[src/rtl/wave_req_sel.sv]
// Request selector/handshaker: picks one request line by wave_sel and turns its
// rising edges into a held Wave_req/Wave_ack handshake, queueing edges seen while busy.
module wave_req_sel #(
  parameter int unsigned N_CH  = 8,
  parameter int unsigned SEL_W = 8,
  parameter int unsigned CNT_W = 4,
  parameter int unsigned GUARD = 2
) (
  input  logic             clk,
  input  logic             rst,
  input  logic [SEL_W-1:0] wave_sel,
  input  logic [N_CH-1:0]  Logics_req,
  input  logic             Wave_ack,
  output logic             Wave_req,
  output logic [SEL_W-1:0] cur_sel,
  output logic [CNT_W-1:0] pend_cnt,
  output logic             ovf,
  output logic             sel_err
);

  localparam int unsigned GCW = (GUARD > 1) ? $clog2(GUARD) : 1;

  typedef enum logic [1:0] {
    S_IDLE,
    S_REQ,
    S_GUARD
  } state_t;

  state_t         state;
  logic [GCW-1:0] gcnt;
  logic           s;
  logic           s_d;
  logic           rise;
  logic           sel_valid;

  // Compare-based mux keeps the select width independent of N_CH.
  always_comb begin
    s = 1'b0;
    for (int unsigned i = 0; i < N_CH; i++) begin
      if (cur_sel == SEL_W'(i)) s = Logics_req[i];
    end
  end

  assign rise      = s & ~s_d;
  assign sel_valid = 32'(wave_sel) < N_CH;

  always_ff @(posedge clk or posedge rst) begin
    if (rst) begin
      state    <= S_IDLE;
      gcnt     <= '0;
      s_d      <= 1'b0;
      Wave_req <= 1'b0;
      cur_sel  <= '0;
      pend_cnt <= '0;
      ovf      <= 1'b0;
      sel_err  <= 1'b0;
    end else begin
      s_d     <= s;
      sel_err <= ~sel_valid;
      case (state)
        S_IDLE: begin
          if (rise) begin
            state    <= S_REQ;
            Wave_req <= 1'b1;
          end else if (pend_cnt != '0) begin
            state    <= S_REQ;
            Wave_req <= 1'b1;
            pend_cnt <= pend_cnt - CNT_W'(1);
          end else if (sel_valid && (wave_sel != cur_sel)) begin
            state   <= S_GUARD;
            cur_sel <= wave_sel;
            gcnt    <= GCW'(GUARD - 1);
          end
        end
        S_REQ: begin
          if (rise) begin
            if (pend_cnt == '1) ovf <= 1'b1;
            else                pend_cnt <= pend_cnt + CNT_W'(1);
          end
          if (Wave_ack) begin
            Wave_req <= 1'b0;
            state    <= S_IDLE;
          end
        end
        S_GUARD: begin
          // Edges here are dropped; s_d still follows the newly selected line.
          if (gcnt == '0) state <= S_IDLE;
          else            gcnt  <= gcnt - GCW'(1);
        end
        default: state <= S_IDLE;
      endcase
    end
  end

endmodule
[config.mk]
export PLATFORM = sky130hd
export DESIGN_NAME = wave_req_sel
export DESIGN_NICKNAME = d
export VERILOG_FILES = /design/src/rtl/wave_req_sel.sv
export SDC_FILE = /design/constraint.sdc
export NUM_CORES = 1
export LEC_CHECK = 0
export BUFFER_PORTS_ARGS = -buffer_cell sky130_fd_sc_hd__buf_2
export CORE_AREA = 2 2 49 51
export DETAILED_ROUTE_END_ITERATION = 12
export DIE_AREA = 0 0 51 53
export PLACE_DENSITY = 0.8
export REMOVE_ABC_BUFFERS = 1
export SETUP_SLACK_MARGIN = 0.05
export SYNTH_ARGS = -nofsm -noshare
export SYNTH_HDL_FRONTEND = slang
export SYNTH_SLANG_ARGS = --single-unit
[constraint.sdc]
create_clock -name clk -period 3.35 [get_ports clk]
set_input_delay 0.67 -clock clk [delete_from_list [all_inputs] [get_ports clk]]
set_output_delay 0.67 -clock clk [all_outputs]
set_load 0.01 [all_outputs]
==> results of run 1 <==
cell families after synthesis:
kind of cell             count (synthesis)  share of synthesized area
AND/OR/NAND/NOR                         35                      0.224
flip-flops                              19                      0.425
AO/OA/AOI/OAI                           16                      0.117
XOR/XNOR                                10                     0.0783
multiplexers                             9                     0.0940
buffers and inverters                    6                     0.0213
adder cells (fa/ha/maj)                  3                     0.0403
cells in the mapped netlist (all sizes together), types with 2 or more instances:
master and instances:
dfrtp 19, xor2 9, a21oi 6, mux2 6
and2 5, nand2 5, nor2 4, nor4 4
inv 3, mux2i 3, nand3 3, nor3 3
a22oi 2, and4 2, clkbuf 2, ha 2
nand2b 2, nand3b 2, nor2b 2, o21ai 2
path summary, 6_finish.rpt:
check	from	end	slack (ns)
max	cur_sel[4]$_DFFE_PP0P_	cur_sel[2]$_DFFE_PP0P_	1.39
min	rst	cur_sel[0]$_DFFE_PP0P_	0.48
max reg2reg	cur_sel[4]$_DFFE_PP0P_	cur_sel[2]$_DFFE_PP0P_	1.39
min reg2reg	ovf$_DFFE_PP0P_	ovf$_DFFE_PP0P_	0.51
max in group asynchronous	rst	pend_cnt[0]$_DFFE_PP0P_	2.42
min in group clk	ovf$_DFFE_PP0P_	ovf$_DFFE_PP0P_	0.51
power by group through the flow:
stage / registers [mW] / logic, mW / clock network (mW)
after global routing: 0.347 / 0.338 / 0.125
after floorplan: 0.351 / 0.202 / 0
final: 0.338 / 0.303 / 0.115
after CTS: 0.339 / 0.308 / 0.118
after detailed placement: 0.344 / 0.305 / 0
after global placement: 0.339 / 0.295 / 0
final cells by class:
type | instances | area, µm²
inverter | 3 | 11.3
clock inverter | 1 | 5.00
sequential | 19 | 475
timing repair buffer | 33 | 165
tap | 28 | 35.0
multi-input combinational | 73 | 619
clock buffer | 3 | 22.5
fill | 193 | 815
per-layer routing:
layer | vias to the layer above | track usage | part of all wire | routed length, µm
met3 | 4 | 0.0282 | 0.062 | 136
li1 | 418 | - | - | -
met2 | 32 | 0.312 | 0.46 | 1010
met4 | 0 | 0.0811 | 0.013 | 28
met1 | 409 | 0.229 | 0.47 | 1030
met5 | - | 0 | 0 | 0
metrics by stage:
step / cells / utilization
after floorplan: 95 / -
after global placement: 156 / 0.608
after detailed placement: 156 / 0.608
after CTS: 160 / 0.621
after global routing: 160 / 0.621
final: 160 / 0.621
registers in the layout, summed over array words and instances (netlist names):
name      flops
pend_cnt      4
s_d           1
ovf           1
state         2
Wave_req      1
gcnt          1
sel_err       1
cur_sel       8
worst register-to-register path, cell delays in order (launching register included):
cell,delay (ns)
dfrtp_1,0.43
or4_4,0.56
nor2_4,0.14
nand4b_4,0.20
nand3_4,0.18
mux2_2,0.35
==> key figures, run 1 <==
Drt
  • Drt pass-1 iters: 3
  • DRT Wirelength: 2.20 mm
  • DR vias/cell: about 5.4
  • Starting DRT DRC Count: 10
  • Routed Antenna Nets: 0
  • Via count: approximately 860
  • Wire length per cell: 13.8 µm
  • DRC Markers: 0

Clocking
  • CTS tree: yes
  • TritonCTS sink count: 19
  • Worst-case clock buffer depth: 2
  • Clock insertion delay at the later pin of the skew report: 0.29 ns
  • Clk slew on worst S/H paths: 0.11 ns
  • Clock buffer count from CTS: 3
  • Hold_buf cts: 0
  • Post-CTS sizing: 0
  • Clk Tree Root Cell: clkbuf_4
  • H-tree levels: 1
  • Post-CTS Setup Bufs: 0

Timing
  • Fin. max-slew vios: 0
  • Final setup fails: 0
  • Fin Setup TNS: 0 ns
  • Minimum clock period: a little under 2 ns
  • Final Cycle Share: 0.586
  • RSZ-0062 raised after global routing: false
  • Hold slack: roughly 0.48 ns
  • Max Freq: just over 500 MHz
  • Final worst setup slack: 1.39 ns
  • Max Clock Skew: 0.00528 ns
  • Slew headroom: 0.519
  • Final hold violations: 0
  • Measured slew at the worst slew-check pin: approximately 0.72 ns

Floorplan
  • Initial Util: 0.521
  • Floorplan row count: 17
  • CORE AREA: around 2100 µm²
  • Die width: 51 µm
  • Die ar.: 2700 µm²
  • Die height: 53 µm
  • I/O Pins: 34

Setup path
  • CP Depth: 5
  • CP required: approximately 3.5 ns
  • Worst r2r path cells: 5
  • Worst Path Class, Setup: register to register
  • Buf/Inv on CP: 0
  • CP max FO: 8
  • CP startpoint kind: register
  • Delay of the slowest cell on the worst path: around 0.56 ns
  • Crit path capture type: register
  • Slowest-stage cell, CP: or4_4
  • WP data arrival: 2.15 ns
  • Delay-heaviest family, CP: simple AND/OR/NAND/NOR gates
  • Crit-path cells: or4_4 > nor2_4 > nand4b_4 > nand3_4 > mux2_2

Cells and area
  • Layout Nets: 155
  • Most frequent cells in the layout: buf_2 (33), dfrtp_1 (19), xor2_1 (9), nand2_1 (5)
  • Area Growth Syn to Fin: 19.2%
  • Finished Cell Area: roughly 1300 µm²
  • N_diodes: 0
  • Most common cell after layout, fill and taps aside: buf_2
  • Layout cells sized above 1: 0.424

Global route
  • GRT Total Usage: 0.183
  • Pin count of the biggest net entering global routing: 20
  • Number of global-route vias before repair: around 840
  • Grt total ovfl: 0
  • First-pass GRT wire length: between 3 and 4 mm
  • Initial antenna violation count: 0

Synth
  • Synth warnings: 0
  • Area contributors post-synth: dfrtp_1 (43%), xor2_1 (7.0%), mux2_2 (3.0%), mux2i_1 (2.7%), mux2_4 (2.7%)
  • Post-synthesis async set-or-reset flop share: 1.00
  • Number of flops mapped to enable cells by yosys: 0
  • Post-synth top flop: dfrtp_1
  • Synth Cell Area: roughly 1100 µm²
  • Unique cell type count in the Yosys netlist: 42
  • Syn Inst Count: a little under 100
  • Post-synth top area share: 0.425
  • Post-synthesis sequential area ratio: 0.425
  • Avg Cell Area, Syn: approximately 11 µm²
  • Yosys reg bits: 19
  • Yosys top cell by area: dfrtp_1

Pwr
  • Net Sw Frac: 0.368
  • Sequential power share: 0.447
  • Internal: around 480 µW
  • Logic gate share of total power: 0.401
  • Final Total Pwr: 756 µW
  • Leak: ~0.67 nW
  • PwrDens: around 570 nW/µm²
  • Clock power share: 0.152
  • Sw Pwr: roughly 280 µW
  • Peak supply drop: around 450 µV

Place
  • Port bufs: 33
  • Dpl hpwl: approximately 1.7 mm
  • Post-DP Area: between 1000 and 1500 µm²
  • RD Place Congestion: approximately 0.83
  • Pre-CTS setup slack: 1.28 ns

Outcome
  • Status: finished clean

Worst hold path
  • Hold Path Class: input pin to async pin

Run
  • Max cap viols: 0
No activity file was read; power rests on OpenSTA's default activity.
==> run 2: changes to the inputs <==
--- a/config.mk
+++ b/config.mk
@@ -6,10 +6,10 @@
 export NUM_CORES = 1
 export LEC_CHECK = 0
 export BUFFER_PORTS_ARGS = -buffer_cell sky130_fd_sc_hd__buf_2
-export CORE_AREA = 2 2 49 51
+export CORE_AREA = 2 2 51 53
 export DETAILED_ROUTE_END_ITERATION = 12
-export DIE_AREA = 0 0 51 53
-export PLACE_DENSITY = 0.8
+export DIE_AREA = 0 0 53 55
+export PLACE_DENSITY = 0.75
 export REMOVE_ABC_BUFFERS = 1
 export SETUP_SLACK_MARGIN = 0.05
 export SYNTH_ARGS = -nofsm -noshare
==> constraint.sdc (replaced) <==
create_clock -name clk -period 2 [get_ports clk]
set_input_delay 0.4 -clock clk [delete_from_list [all_inputs] [get_ports clk]]
set_output_delay 0.4 -clock clk [all_outputs]
set_load 0.01 [all_outputs]
==> key figures, run 2 (synthesized netlist as in run 1, its figures left out) <==
Clocking
  • Clock buffer count from CTS: 3 (unchanged)
  • H-tree levels: 1 (unchanged)
  • TritonCTS sink count: 19 (unchanged)
  • Clk Tree Root Cell: clkbuf_4 (unchanged)
  • CTS tree: yes (unchanged)
  • Clock insertion delay at the later pin of the skew report: 0.31 ns (was 0.29 ns)
  • Worst-case clock buffer depth: 2 (unchanged)
  • Hold_buf cts: 0 (unchanged)
  • Clk slew on worst S/H paths: 0.11 ns (about the same)

Run
  • Max cap viols: 0 (unchanged)

Pwr
  • Sequential power share: 0.408 (was 0.447)
  • Internal: 842 µW (was 478 µW)
  • Peak supply drop: 713 µV (was 452 µV)
  • Net Sw Frac: 0.363 (was 0.368)
  • Clock power share: 0.150 (was 0.152)
  • Logic gate share of total power: 0.443 (was 0.401)
  • PwrDens: 927 nW/µm² (was 567 nW/µm²)
  • Sw Pwr: 480 µW (was 278 µW)
  • Leak: 0.728 nW (was 0.666 nW)
  • Final Total Pwr: 1.32 mW (was 756 µW)

Timing
  • Fin Setup TNS: 0 ns (unchanged)
  • Fin. max-slew vios: 0 (unchanged)
  • Slew headroom: 0.511 (was 0.519)
  • Final worst setup slack: 0.0790 ns (was 1.39 ns)
  • Minimum clock period: 1.92 ns (was 1.96 ns)
  • Hold slack: 0.189 ns (was 0.475 ns)
  • RSZ-0062 raised after global routing: true (was false)
  • Final hold violations: 0 (unchanged)
  • Final setup fails: 0 (unchanged)
  • Measured slew at the worst slew-check pin: 0.732 ns (was 0.720 ns)
  • Final Cycle Share: 0.961 (was 0.586)
  • Max Clock Skew: 0.0123 ns (was 0.00528 ns)
  • Max Freq: 521 MHz (was 510 MHz)

Cells and area
  • Most frequent cells in the layout: buf_2 (33), dfrtp_1 (19), xor2_1 (9), buf_4 (9) (was buf_2 (33), dfrtp_1 (19), xor2_1 (9), nand2_1 (5))
  • Core Util, Final: 0.603 (was 0.621)
  • Layout cells sized above 1: 0.465 (was 0.424)
  • Finished Cell Area: 1430 µm² (was 1330 µm²)
  • Layout Nets: 165 (was 155)
  • Multi-input combinational cell area: 631 µm² (was 619 µm²)
  • Most flop-heavy register: cur_sel (unchanged)
  • N_diodes: 0 (unchanged)
  • Area Growth Syn to Fin: 27.5% (was 19.2%)
  • Reg area: 475 µm² (unchanged)
  • Most common cell after layout, fill and taps aside: buf_2 (unchanged)
  • Filler cell count: 210 (was 193)
  • Non-filler instance count after layout: 172 (was 160)
  • Biggest regs: cur_sel x8, pend_cnt x4, state x2 (unchanged)
  • Number of flip-flops in the largest register: 8 (unchanged)

Drt
  • Drt pass-1 iters: 4 (was 3)
  • Wire length per cell: 14.4 µm (was 13.8 µm)
  • Routed Antenna Nets: 0 (unchanged)
  • Via count: 937 (was 863)
  • Starting DRT DRC Count: 12 (was 10)
  • DRT Wirelength: 2.47 mm (was 2.20 mm)
  • DR vias/cell: 5.45 (was 5.39)
  • DRC Markers: 0 (unchanged)

Global route
  • First-pass GRT wire length: 3.69 mm (was 3.61 mm)
  • Grt total ovfl: 0 (unchanged)
  • Pin count of the biggest net entering global routing: 20 (unchanged)
  • GRT Total Usage: 0.180 (was 0.183)
  • Number of global-route vias before repair: 852 (was 837)
  • Initial antenna violation count: 0 (unchanged)

Floorplan
  • Initial Util: 0.473 (was 0.521)
  • Die width: 53 µm (was 51 µm)
  • Floorplan row count: 18 (was 17)
  • CORE AREA: 2360 µm² (was 2150 µm²)
  • Die ar.: 2920 µm² (was 2700 µm²)
  • I/O Pins: 34 (unchanged)
  • Die height: 55 µm (was 53 µm)

Setup path
  • CP startpoint kind: register (unchanged)
  • Delay-heaviest family, CP: simple AND/OR/NAND/NOR gates (unchanged)
  • CP required: 2.19 ns (was 3.54 ns)
  • Buf/Inv on CP: 0 (unchanged)
  • WP data arrival: 2.12 ns (was 2.15 ns)
  • Delay of the slowest cell on the worst path: 0.53 ns (was 0.56 ns)
  • Worst Path Class, Setup: register to register (unchanged)
  • Crit path capture type: register (unchanged)
  • CP max FO: 6 (was 8)
  • Register-to-register setup slack: 0.08 ns (was 1.39 ns)
  • Slowest-stage cell, CP: or4_4 (unchanged)
  • Crit-path cells: or4_4 > nor2_4 > nand4b_4 > a21oi_4 > mux2_4 (was or4_4 > nor2_4 > nand4b_4 > nand3_4 > mux2_2)

Place
  • Port bufs: 33 (unchanged)
  • Post-DP Area: 1350 µm² (was 1310 µm²)
  • RD Place Congestion: 0.797 (was 0.834)
  • Pre-CTS setup slack: 0.0777 ns (was 1.28 ns)
  • Number of placed cells counting well taps: 163 (was 156)

Outcome
  • Status: finished clean (unchanged)

Worst hold path
  • Hold Path Class: input pin to async pin (unchanged)
[run 2: cell types whose count changed in the layout (fill, tap and decap cells not counted), sizes merged]
| cell | before | now |
|---|---|---|
| buf | 33 | 43 |
[run 2: what timing repair did]
action,CTS,global route
pin swaps,1,2
gates cloned,0,0
setup buffers,2,3
setup endpoints to repair,1,6
resized for setup,0,4
[run 2: power groups by stage]
stage	logic, mW	registers (mW)	clock network, mW
after floorplan	0.339	0.587	0
after global placement	0.548	0.544	0
after detailed placement	0.570	0.548	0
after CTS	0.578	0.540	0.208
after global routing	0.648	0.552	0.220
final	0.585	0.539	0.198
[run 2: worst register-to-register path: cells and delay by family, from the launching register on]
kind               cells  cell delay, ns
and+or+nand+nor        3            0.86
AOI/OAI and AO/OA      1            0.22
muxes                  1            0.31
DFF                    1            0.42
[run 2: worst paths after layout]
path                            cells past startpoint                      end                    from
max in group asynchronous                           2         gcnt$_DFFE_PP0P_                     rst
worst max register to register                      5  pend_cnt[1]$_DFFE_PP0P_  cur_sel[5]$_DFFE_PP0P_
min in group clk                                    3        sel_err$_DFF_PP0_             wave_sel[5]
worst min-delay path                                2   cur_sel[7]$_DFFE_PP0P_                     rst
worst max-delay path                                5  pend_cnt[1]$_DFFE_PP0P_  cur_sel[5]$_DFFE_PP0P_
worst min register to register                      1          ovf$_DFFE_PP0P_         ovf$_DFFE_PP0P_
[run 2: routing by layer]
| layer | global-route usage | part of all wire |
|---|---|---|
| met1 | 0.200 | 0.44 |
| met3 | 0.0618 | 0.046 |
| met5 | 0 | 0 |
| met2 | 0.323 | 0.51 |
| met4 | 0.0598 | 0.0097 |
[run 2: final cells by class]
cell class | count | share of cell area
multi-input cells | 73 | 0.442
flip-flops and latches | 19 | 0.333
repair buffers | 43 | 0.171
well taps | 30 | 0.0263
clock buffers | 3 | 0.0158
inverters | 3 | 0.00789
clock inverters | 1 | 0.00351
